File: src/rtl/motor_dac_spi_drv.sv
// Serialises each ramped motor voltage word to the motor-drive DAC as a
// 24-bit {command, data} frame on a 3-wire SPI bus, with a one-deep pending slot.
module motor_dac_spi_drv #(
  parameter int                   MOTOR_VOL = 16,
  parameter int                   CMD_WIDTH = 8,
  parameter logic [CMD_WIDTH-1:0] DAC_CMD   = 8'h30,
  parameter int                   SCLK_DIV  = 4,
  parameter int                   SYNC_GAP  = 4
) (
  input  logic                 clk_i,
  input  logic                 rst_i,
  input  logic                 motor_dac_en_i,
  input  logic [MOTOR_VOL-1:0] motor_dac_data_i,
  output logic                 dac_sync_n_o,
  output logic                 dac_sclk_o,
  output logic                 dac_sdi_o,
  output logic                 dac_busy_o,
  output logic                 dac_done_o,
  output logic [15:0]          dac_overwrite_cnt_o
);

  localparam int FRAME_W = CMD_WIDTH + MOTOR_VOL;
  localparam int BIT_W   = $clog2(FRAME_W);

  localparam logic [7:0]       DIV_LAST = 8'(SCLK_DIV - 1);
  localparam logic [7:0]       GAP_LAST = 8'(SYNC_GAP - 1);
  localparam logic [BIT_W-1:0] BIT_LAST = BIT_W'(FRAME_W - 1);

  typedef enum logic [1:0] {
    IDLE  = 2'd0,
    SETUP = 2'd1,
    SHIFT = 2'd2,
    GAP   = 2'd3
  } state_t;

  state_t               state_q, state_d;
  logic [FRAME_W-1:0]   shift_q, shift_d;
  logic [7:0]           cnt_q, cnt_d;
  logic [BIT_W-1:0]     bit_q, bit_d;
  logic                 pend_q, pend_d;
  logic [MOTOR_VOL-1:0] pend_data_q, pend_data_d;
  logic [15:0]          ovr_q, ovr_d;
  logic                 sync_n_q, sync_n_d;
  logic                 sclk_q, sclk_d;
  logic                 sdi_q, sdi_d;
  logic                 busy_q, busy_d;
  logic                 done_q, done_d;

  logic                 last_gap;
  logic                 start;
  logic [MOTOR_VOL-1:0] start_word;
  logic                 ovr_inc;

  assign last_gap = (state_q == GAP) && (cnt_q == GAP_LAST);

  // NOTE: every next-state signal is given its hold value before the case
  // statement, so no path through this block can infer a latch.
  always_comb begin
    state_d     = state_q;
    shift_d     = shift_q;
    cnt_d       = cnt_q;
    bit_d       = bit_q;
    pend_d      = pend_q;
    pend_data_d = pend_data_q;
    sync_n_d    = sync_n_q;
    sclk_d      = sclk_q;
    sdi_d       = sdi_q;
    done_d      = 1'b0;
    start       = 1'b0;
    start_word  = motor_dac_data_i;
    ovr_inc     = 1'b0;

    case (state_q)
      IDLE: begin
        if (motor_dac_en_i) start = 1'b1;
      end
      SETUP: begin
        if (cnt_q == DIV_LAST) begin
          state_d = SHIFT;
          cnt_d   = 8'd0;
          bit_d   = '0;
          sclk_d  = 1'b1;
        end else begin
          cnt_d = cnt_q + 8'd1;
        end
      end
      SHIFT: begin
        if (cnt_q != DIV_LAST) begin
          cnt_d = cnt_q + 8'd1;
        end else begin
          cnt_d = 8'd0;
          if (sclk_q) begin
            sclk_d = 1'b0;
          end else if (bit_q == BIT_LAST) begin
            state_d  = GAP;
            sync_n_d = 1'b1;
            sdi_d    = 1'b0;
            done_d   = 1'b1;
          end else begin
            // Data only moves on the rising edge, keeping it stable for the
            // DAC's falling-edge capture.
            sclk_d  = 1'b1;
            bit_d   = bit_q + 1'b1;
            shift_d = {shift_q[FRAME_W-2:0], 1'b0};
            sdi_d   = shift_q[FRAME_W-2];
          end
        end
      end
      GAP: begin
        if (cnt_q == GAP_LAST) begin
          if (motor_dac_en_i) begin
            start   = 1'b1;
            ovr_inc = pend_q;
            pend_d  = 1'b0;
          end else if (pend_q) begin
            start      = 1'b1;
            start_word = pend_data_q;
            pend_d     = 1'b0;
          end else begin
            state_d = IDLE;
          end
        end else begin
          cnt_d = cnt_q + 8'd1;
        end
      end
      default: state_d = IDLE;
    endcase

    // A strobe arriving mid-frame parks in the pending slot; the frame in
    // flight is never touched.
    if (motor_dac_en_i && (state_q != IDLE) && !last_gap) begin
      pend_d      = 1'b1;
      pend_data_d = motor_dac_data_i;
      ovr_inc     = pend_q;
    end

    if (start) begin
      state_d  = SETUP;
      shift_d  = {DAC_CMD, start_word};
      sdi_d    = DAC_CMD[CMD_WIDTH-1];
      sync_n_d = 1'b0;
      sclk_d   = 1'b0;
      cnt_d    = 8'd0;
      bit_d    = '0;
    end

    ovr_d  = (ovr_inc && (ovr_q != 16'hFFFF)) ? ovr_q + 16'd1 : ovr_q;
    busy_d = (state_d != IDLE);
  end

  // NOTE: state registers use non-blocking assignments so every flop samples
  // the pre-edge value of its inputs regardless of statement order.
  always_ff @(posedge clk_i or posedge rst_i) begin
    if (rst_i) begin
      state_q     <= IDLE;
      shift_q     <= '0;
      cnt_q       <= 8'd0;
      bit_q       <= '0;
      pend_q      <= 1'b0;
      pend_data_q <= '0;
      ovr_q       <= 16'd0;
      sync_n_q    <= 1'b1;
      sclk_q      <= 1'b0;
      sdi_q       <= 1'b0;
      busy_q      <= 1'b0;
      done_q      <= 1'b0;
    end else begin
      state_q     <= state_d;
      shift_q     <= shift_d;
      cnt_q       <= cnt_d;
      bit_q       <= bit_d;
      pend_q      <= pend_d;
      pend_data_q <= pend_data_d;
      ovr_q       <= ovr_d;
      sync_n_q    <= sync_n_d;
      sclk_q      <= sclk_d;
      sdi_q       <= sdi_d;
      busy_q      <= busy_d;
      done_q      <= done_d;
    end
  end

  assign dac_sync_n_o        = sync_n_q;
  assign dac_sclk_o          = sclk_q;
  assign dac_sdi_o           = sdi_q;
  assign dac_busy_o          = busy_q;
  assign dac_done_o          = done_q;
  assign dac_overwrite_cnt_o = ovr_q;

endmodule

File: config.mk
export PLATFORM = sky130hd
export DESIGN_NAME = motor_dac_spi_drv
export DESIGN_NICKNAME = d
export VERILOG_FILES = /design/src/rtl/motor_dac_spi_drv.sv
export SDC_FILE = /design/constraint.sdc
export NUM_CORES = 1
export LEC_CHECK = 0
export ABC_AREA = 1
export CAP_MARGIN = 40
export CELL_PAD_IN_SITES_DETAIL_PLACEMENT = 1
export CELL_PAD_IN_SITES_GLOBAL_PLACEMENT = 1
export CORE_MARGIN = 4
export CORE_UTILIZATION = 40
export CTS_CLUSTER_SIZE = 14
export DETAILED_ROUTE_END_ITERATION = 12
export GPL_TIMING_DRIVEN = 0
export PLACE_DENSITY = 0.86
export REMOVE_ABC_BUFFERS = 1
export SLEW_MARGIN = 15
export SYNTH_ARGS = -nofsm -noshare
export SYNTH_HDL_FRONTEND = slang
export SYNTH_SLANG_ARGS = --single-unit
File: constraint.sdc
create_clock -name clk_i -period 5.3 [get_ports clk_i]
set_input_delay 1.06 -clock clk_i [delete_from_list [all_inputs] [get_ports clk_i]]
set_output_delay 1.06 -clock clk_i [all_outputs]
set_load 0.005 [all_outputs]
Word level (Yosys, flattened, before mapping)
Cells that the tools add are included.

Bits in registers: 76. Latch bits: 0. Memory bits (writable): 0. Bits in read-only memories: 0. Input port bits: 19. Output and inout port bits: 21. Word-level logic and storage cells: 112. Memories: 0.

Add/subtract/negate cells: 3. Multiply operators: 0. Divide/modulo/power cells: 0. Order comparisons: 0. Eq/ne operators: 15. Shift operators: 0. Multiplexer cells: 61. Bitwise logic cells: 0. Reduce and logical (&&, ||, !) cells: 21.

Operators with widths (number): two-way mux 23 bit (5); two-way mux 16 bit (4); two-way mux 8 bit (4); two-way mux 1 bit (30); two-way mux 5 bit (5); case mux 8 bit (3 select lines) (1); adder 16 x 1 -> 16 bit (second input constant) (1); two-way mux 2 bit (8); != test 16 bit (second input constant) (1); != test 3 bit (second input constant) (5); nonzero test 2 bit (6); case mux 5 bit (2 select lines) (1); adder 8 x 1 -> 8 bit (second input constant) (1); equality test 8 x 2 -> 1 bit (second input constant) (1); != test 8 x 2 -> 1 bit (second input constant) (1); AND reduction 4 bit (2); case mux 2 bit (3 select lines) (1); AND reduction 3 bit (2); adder 5 x 1 -> 5 bit (second input constant) (1); equality test 5 bit (second input constant) (1); AND reduction 5 bit (1); equality test 2 bit (second input constant) (2); logical AND 1 bit (4); != test 2 bit (second input constant) (2); other kinds (8) (10).

Depth between registers and ports, before layout
Gate-level depths: netlist of run 1.

Word-level depth: 7. Gate-level depth with buffers: 11. Mapped depth without buffers: 10.

Worst setup path before layout of run 1
No wires, ideal clock.

Path kind: input port to flip-flop. Start point: input motor_dac_en_i. End point: register shift_q[2]. Arrival: 1.910 ns. Required time: 5.177 ns. Setup slack: 3.267 ns. Cell stages on the path: 5. Path buffers: 1. Cells stage by stage: nor2_1 buf_2 nand4_1 nand3_2 a21oi_1.

Word-level cells in the longest chain between the ends: 5. Elaborated cells between the ends (all ways): 13. Those cells by class: eq/ne (3); mux (8); reduce/logical (2).

RTL lines: start: declaration (line 12) `input logic motor_dac_en_i,`; two-way mux 1 bit (line 111) `if (motor_dac_en_i) begin`; two-way mux 1 bit (line 110) `if (cnt_q == GAP_LAST) begin`; case mux 1 bit (2 select lines) (line 73) `case (state_q)`; != test 2 bit (no source line) (tied with other cells); AND reduction 4 bit (no source line); end signal: assignment (line 169) `shift_q <= shift_d;`; end: declaration (line 37) `logic [FRAME_W-1:0] shift_q, shift_d;`.

Several ways; a longest one is shown, not always the timed one. A chain may end at the register's enable or synchronous reset.

Final worst setup path of run 1
Start point: input motor_dac_en_i. End point: register shift_q[3].

Same word-level chain as after synthesis.

==> impl_metrics.env, run 1 <==
export IMPL_outcome="complete, no violations"
export IMPL_crit_chain="clkdlybuf4s50_1 -> nor2_2 -> nand3_4 -> nand2_1 -> nand3_2 -> a21oi_1"
export IMPL_max_freq_ghz=0.366
export IMPL_placed_area_um2=4790
export IMPL_maxCapViolCount=0
export IMPL_syn_area_um2=4290
export IMPL_wire_per_inst_um=15.5
export IMPL_ant_nets=0
export IMPL_die_w_um=112
export IMPL_drt_pass1_iterations=4
export IMPL_tritoncts="yes"
export IMPL_hold_violations=0
export IMPL_gp_congestion=0.825
export IMPL_numCtsBuffers=9
export IMPL_htreeDepth=3
export IMPL_p_per_area_nw_per_um2=444
export IMPL_drc=0
export IMPL_synth_edf_count=0
export IMPL_io_pins=40
export IMPL_root_buffer="clkbuf_8"
export IMPL_cts_hold_buffers=0
export IMPL_dr_total_vias=3750
export IMPL_layout_common_cells="nand2_1 (122), dfrtp_1 (75), inv_1 (68), o21ai_0 (45), nor2_1 (44)"
export IMPL_n_fill_cell=1310
export IMPL_path_clk_slew_ns=0.09
export IMPL_io_buffer_count=39
export IMPL_nets=609
export IMPL_viasPerCell=5.19
export IMPL_hpwl_mm=7.83
export IMPL_grt_pass1_vias=4020
export IMPL_p_leak_nw=2.29
export IMPL_slew_violations=0
export IMPL_tns_ns=0
export IMPL_crit_slowest_cell="nor2_2"
export IMPL_initial_utilization_pct=41.4
export IMPL_fin_crit_ns=2.73
export IMPL_core_area_um2=10400
export IMPL_grt_pass1_wl_mm=19.2
export IMPL_critPathMaxStageDelay_ns=0.70
export IMPL_slew_headroom_pct=44.7
export IMPL_drive_gt1_share_pct=9.71
export IMPL_antenna_cells=0
export IMPL_overflow=0
export IMPL_cpLargestDelayFamily="simple AND/OR/NAND/NOR gates"
export IMPL_ir_drop_mv=0.188
export IMPL_endpoint_kind="flop"
export IMPL_dieArea_um2=12500
export IMPL_crit_required_ns=5.60
export IMPL_rsz0062_at_grt="false"
export IMPL_cp_arrival_ns=3.03
export IMPL_crit_fanout=17
export IMPL_hold_ws_ns=0.490
export IMPL_finalSetupViolCount=0
export IMPL_skew_ns=0.0104
export IMPL_criticalPathCategory="in -> reg"
export IMPL_crit_buf_inv=1
export IMPL_synthToLayoutAreaGrowth_pct=16.3
export IMPL_dieHeight_um=112
export IMPL_final_area_um2=4990
export IMPL_drt_iter0_drc=142
export IMPL_seq_area_frac_synth_pct=44.3
export IMPL_yosys_cell_types_count=36
export IMPL_synth_ff_type="dfrtp_1"
export IMPL_hold_path_class="reg -> reg"
export IMPL_finalWirelength_mm=11.2
export IMPL_final_common_cell="nand2_1"
export IMPL_clk_latency_ns=0.36
export IMPL_syn_avg_cell_area_um2=7.83
export IMPL_ctsResizeCount=0
export IMPL_worstMarginPinSlew_ns=0.829
export IMPL_synth_cells=548
export IMPL_async_flop_share_pct=100
export IMPL_cp_start_kind="primary input"
export IMPL_fin_crit_sh_pct=51.5
export IMPL_yosys_warnings=0
export IMPL_cts_sinks=76
export IMPL_grt_antenna_before_repair=0
export IMPL_synth_seq_cells=76
export IMPL_grt_max_degree=59
export IMPL_cts_buffer_depth=2
export IMPL_num_rows=37
export IMPL_cts_setup_buffers=0
export IMPL_track_usage_pct=18.6
## kinds of logic (layout without fill, tap and decap cells)
| kind of cell | Yosys count | in the layout | share of synthesized area, % |
|---|---|---|---|
| and+or+nand+nor | 264 | 264 | 29.6 |
| buffers and inverters | 96 | 135 | 9.85 |
| DFF | 76 | 76 | 44.3 |
| AOI/OAI and AO/OA | 91 | 91 | 11.2 |
| xor gates and xnor gates | 13 | 13 | 2.65 |
| adders and majority gates | 8 | 8 | 2.33 |
## area by class of cell
cell class / count / area, um2 / area share, %
Clock buffer: 10 / 128 / 2.56
Multi-Input combinational cell: 376 / 1970 / 39.4
Sequential cell: 76 / 1900 / 38.1
Timing Repair Buffer: 43 / 463 / 9.27
Tap cell: 136 / 170 / 3.41
Inverter: 76 / 288 / 5.76
Clock inverter: 6 / 71.3 / 1.43
## per-stage QoR
| stage | setup slack (ns) | power (mW) | instances | utilization, % |
|---|---|---|---|---|
| after floorplan | 2.30 | 1.44 | 528 | - |
| after global placement | 0.957 | 1.68 | 703 | 45.5 |
| after detailed placement | 2.15 | 1.76 | 707 | 46.2 |
| after CTS | 2.55 | 2.23 | 723 | 48.1 |
| after global routing | 2.41 | 2.39 | 723 | 48.1 |
| final | 2.57 | 2.21 | 723 | 48.1 |
## where the power goes
group / leakage, nW / switching [mW] / internal (mW)
clock network: 0.0935 / 0.242 / 0.222
registers: 0.966 / 0.131 / 0.763
logic: 1.23 / 0.542 / 0.314
## per-layer routing
layer	GRT usage [%]	wire length [um]	vias up
li1	-	-	1840
met1	22.4	5000	1851
met2	33.5	5800	49
met3	3.75	285	10
met4	5.43	127	0
met5	0	0	-
## synth_stat cells, types with 3 or more instances
cell,count,area share (%)
a21oi_1,25,2.9
nand2_2,5,0.73
clkbuf_1,3,0.26
buf_6,4,1.0
o21ai_0,45,5.2
inv_1,69,6.0
buf_4,3,0.52
dfrtp_1,75,44
nor2_1,45,3.9
xnor2_1,4,0.82
o21ai_1,14,1.6
ha_1,8,2.3
nor3_1,5,0.58
inv_2,7,0.61
nand3_2,9,2.1
nand3_1,38,4.4
nand3b_1,3,0.52
xor2_1,9,1.8
buf_2,6,0.70
o22ai_1,4,0.58
nand2_1,122,11
nand4_1,24,3.5
## worst min-delay path, stage by stage (launching register included)
cell and delay [ns]:
dfrtp_1 0.35, nand2_1 0.05, o21ai_0 0.06
## flip-flops by register name, indices dropped and copies added (netlist names)
| register | cells |
|---|---|
| dac_sdi_o | 1 |
| pend_data_q | 16 |
| pend_q | 1 |
| shift_q | 23 |
| dac_sync_n_o | 1 |
| dac_overwrite_cnt_o | 16 |
| dac_sclk_o | 1 |
| bit_q | 5 |
| state_q | 2 |
| cnt_q | 8 |
| dac_busy_o | 1 |
| dac_done_o | 1 |
## worst paths after layout
kind,startpoint,endpoint,slack [ns],cells past startpoint
worst max-delay path,motor_dac_en_i,shift_q[3],2.57,6
worst min-delay path,pend_data_q[0],pend_data_q[0],0.49,2
worst max register to register,state_q[0],shift_q[12],2.74,8
worst min register to register,pend_data_q[0],pend_data_q[0],0.49,2
max in group asynchronous,rst_i,dac_sync_n_o,3.71,3
min in group asynchronous,rst_i,dac_overwrite_cnt_o[3],0.99,2
No activity file was read; power rests on OpenSTA's default activity.
==> inputs of run 2 (changes only) <==
--- a/config.mk
+++ b/config.mk
@@ -10,11 +10,11 @@
 export CELL_PAD_IN_SITES_DETAIL_PLACEMENT = 1
 export CELL_PAD_IN_SITES_GLOBAL_PLACEMENT = 1
 export CORE_MARGIN = 4
-export CORE_UTILIZATION = 40
+export CORE_UTILIZATION = 39
 export CTS_CLUSTER_SIZE = 14
 export DETAILED_ROUTE_END_ITERATION = 12
 export GPL_TIMING_DRIVEN = 0
-export PLACE_DENSITY = 0.86
+export PLACE_DENSITY = 0.88
 export REMOVE_ABC_BUFFERS = 1
 export SLEW_MARGIN = 15
 export SYNTH_ARGS = -nofsm -noshare
==> constraint.sdc (replaced) <==
create_clock -name clk_i -period 2.25 [get_ports clk_i]
set_input_delay 0.45 -clock clk_i [delete_from_list [all_inputs] [get_ports clk_i]]
set_output_delay 0.45 -clock clk_i [all_outputs]
set_load 0.005 [all_outputs]
==> impl_metrics.env, run 2 (synthesis gave the netlist of run 1 again) <==
export IMPL_numCtsBuffers=9
export IMPL_nets=614
export IMPL_hold_path_class="in -> async"
export IMPL_io_pins=40
export IMPL_maxCapViolCount=0
export IMPL_seqCellArea_um2=1900
export IMPL_layout_common_cells="nand2_1 (122), dfrtp_1 (75), inv_1 (67), o21ai_0 (45), nor2_1 (43)"
export IMPL_root_buffer="clkbuf_8"
export IMPL_clk_latency_ns=0.37
export IMPL_drt_iter0_drc=122
export IMPL_cpLargestDelayFamily="simple AND/OR/NAND/NOR gates"
export IMPL_n_fill_cell=1320
export IMPL_synthToLayoutAreaGrowth_pct=18.4
export IMPL_htreeDepth=3
export IMPL_multiInputGateArea_um2=2030
export IMPL_num_rows=38
export IMPL_final_cell_count_no_fill=732
export IMPL_cts_sinks=76
export IMPL_crit_slowest_cell="nand3b_1"
export IMPL_tns_ns=0
export IMPL_viasPerCell=5.27
export IMPL_crit_buf_inv=1
export IMPL_drc=0
export IMPL_largest_reg_flops=23
export IMPL_grt_antenna_before_repair=0
export IMPL_drive_gt1_share_pct=11.0
export IMPL_largest_register="shift_q"
export IMPL_cts_hold_buffers=0
export IMPL_track_usage_pct=19.3
export IMPL_drt_pass1_iterations=4
export IMPL_path_clk_slew_ns=0.08
export IMPL_final_common_cell="nand2_1"
export IMPL_finalWirelength_mm=12.1
export IMPL_io_buffer_count=39
export IMPL_p_per_area_nw_per_um2=1050
export IMPL_cp_common_cell="nand2_1"
export IMPL_slew_headroom_pct=62.1
export IMPL_cp_arrival_ns=2.33
export IMPL_overflow=0
export IMPL_ant_nets=0
export IMPL_grt_pass1_wl_mm=20.0
export IMPL_ir_drop_mv=0.466
export IMPL_finalSetupViolCount=0
export IMPL_setup_slack_ns=0.206
export IMPL_p_leak_nw=2.34
export IMPL_initial_utilization_pct=39.8
export IMPL_dr_total_vias=3860
export IMPL_grt_max_degree=43
export IMPL_max_freq_ghz=0.489
export IMPL_worstMarginPinSlew_ns=0.567
export IMPL_crit_fanout=22
export IMPL_dieHeight_um=113
export IMPL_die_w_um=113
export IMPL_wire_per_inst_um=16.5
export IMPL_crit_required_ns=2.54
export IMPL_fin_crit_ns=2.04
export IMPL_dpl_worst_slack_ns=-0.307
export IMPL_hpwl_mm=8.17
export IMPL_dieArea_um2=12700
export IMPL_endpoint_kind="flop"
export IMPL_tritoncts="yes"
export IMPL_cp_start_kind="flop"
export IMPL_gp_congestion=0.795
export IMPL_hold_violations=0
export IMPL_criticalPathCategory="reg -> reg"
export IMPL_grt_pass1_vias=4222
export IMPL_critPathMaxStageDelay_ns=0.48
export IMPL_slew_violations=0
export IMPL_power_total_mw=5.31
export IMPL_outcome="complete, no violations"
export IMPL_cts_buffer_depth=2
export IMPL_fin_crit_sh_pct=90.8
export IMPL_skew_ns=0.0111
export IMPL_crit_chain="ha_1 -> nand2_1 -> nor2_4 -> nand3_4 -> nand3b_1 -> buf_8 -> nand2_1 -> o21ai_0"
export IMPL_antenna_cells=0
export IMPL_core_area_um2=10800
export IMPL_place_inst=712
run 2: changes by cell type in the layout (fill, tap and decap cells not counted), sizes merged:
cell,previous run,this run
clkbuf,10,13
clkinvlp,2,1
buf,4,9
bufinv,1,0
clkinv,1,2
inv,78,76
run 2: worst paths after layout:
path                                startpoint                      to  slack [ns]  depth (start not counted)
worst max-delay path                  cnt_q[0]         pend_data_q[15]        0.21                          8
worst min-delay path                     rst_i  dac_overwrite_cnt_o[1]        0.46                          2
worst max register to register        cnt_q[0]         pend_data_q[15]        0.21                          8
worst min register to register  pend_data_q[4]          pend_data_q[4]        0.49                          2
max in group asynchronous                rst_i                cnt_q[4]        1.20                          3
min in group clk_i              pend_data_q[4]          pend_data_q[4]        0.49                          2
run 2: repair_timing:
| action | 4_1_cts | 5_1_grt |
|---|---|---|
| resized for setup | 4 | 11 |
| setup endpoints to repair | 23 | 60 |
| setup buffers | 0 | 4 |
| cloned | 0 | 0 |
| pin swaps | 0 | 1 |
run 2: worst register-to-register path, stage by stage, from the launching register on:
cell and delay, ns:
dfrtp_1 0.41, ha_1 0.25, nand2_1 0.12, nor2_4 0.17, nand3_4 0.14, nand3b_1 0.48, buf_8 0.24, nand2_1 0.08
o21ai_0 0.07
run 2: report_power, final:
part | leakage [nW] | internal (mW) | switching [mW]
logic | 1.29 | 0.822 | 1.37
registers | 0.966 | 1.80 | 0.330
clock network | 0.0896 | 0.462 | 0.532
run 2: cell type report:
type | count | share of cell area, %
clock buffers | 13 | 3.13
clock inverters | 3 | 0.418
inverters | 76 | 5.76
multi-input cells | 376 | 39.9
flip-flops and latches | 76 | 37.4
well taps | 140 | 3.45
repair buffers | 48 | 9.87
run 2: per-layer routing:
| layer | GRT usage (%) | vias to the layer above | wire length, um |
|---|---|---|---|
| met4 | 7.45 | 0 | 250 |
| met2 | 34.6 | 62 | 6390 |
| met3 | 3.48 | 18 | 318 |
| met1 | 22.9 | 1922 | 5120 |
| li1 | - | 1858 | - |
| met5 | 0 | - | 0 |
run 2: metrics by stage:
step,hold WS [ns],cell area (um2),util [%]
after detailed placement,0.474,4790,44.4
final,0.457,5080,47.1
after floorplan,0.453,4160,-
after global routing,0.496,5080,47.1
after global placement,0.466,4720,43.7
after CTS,0.469,5000,46.3
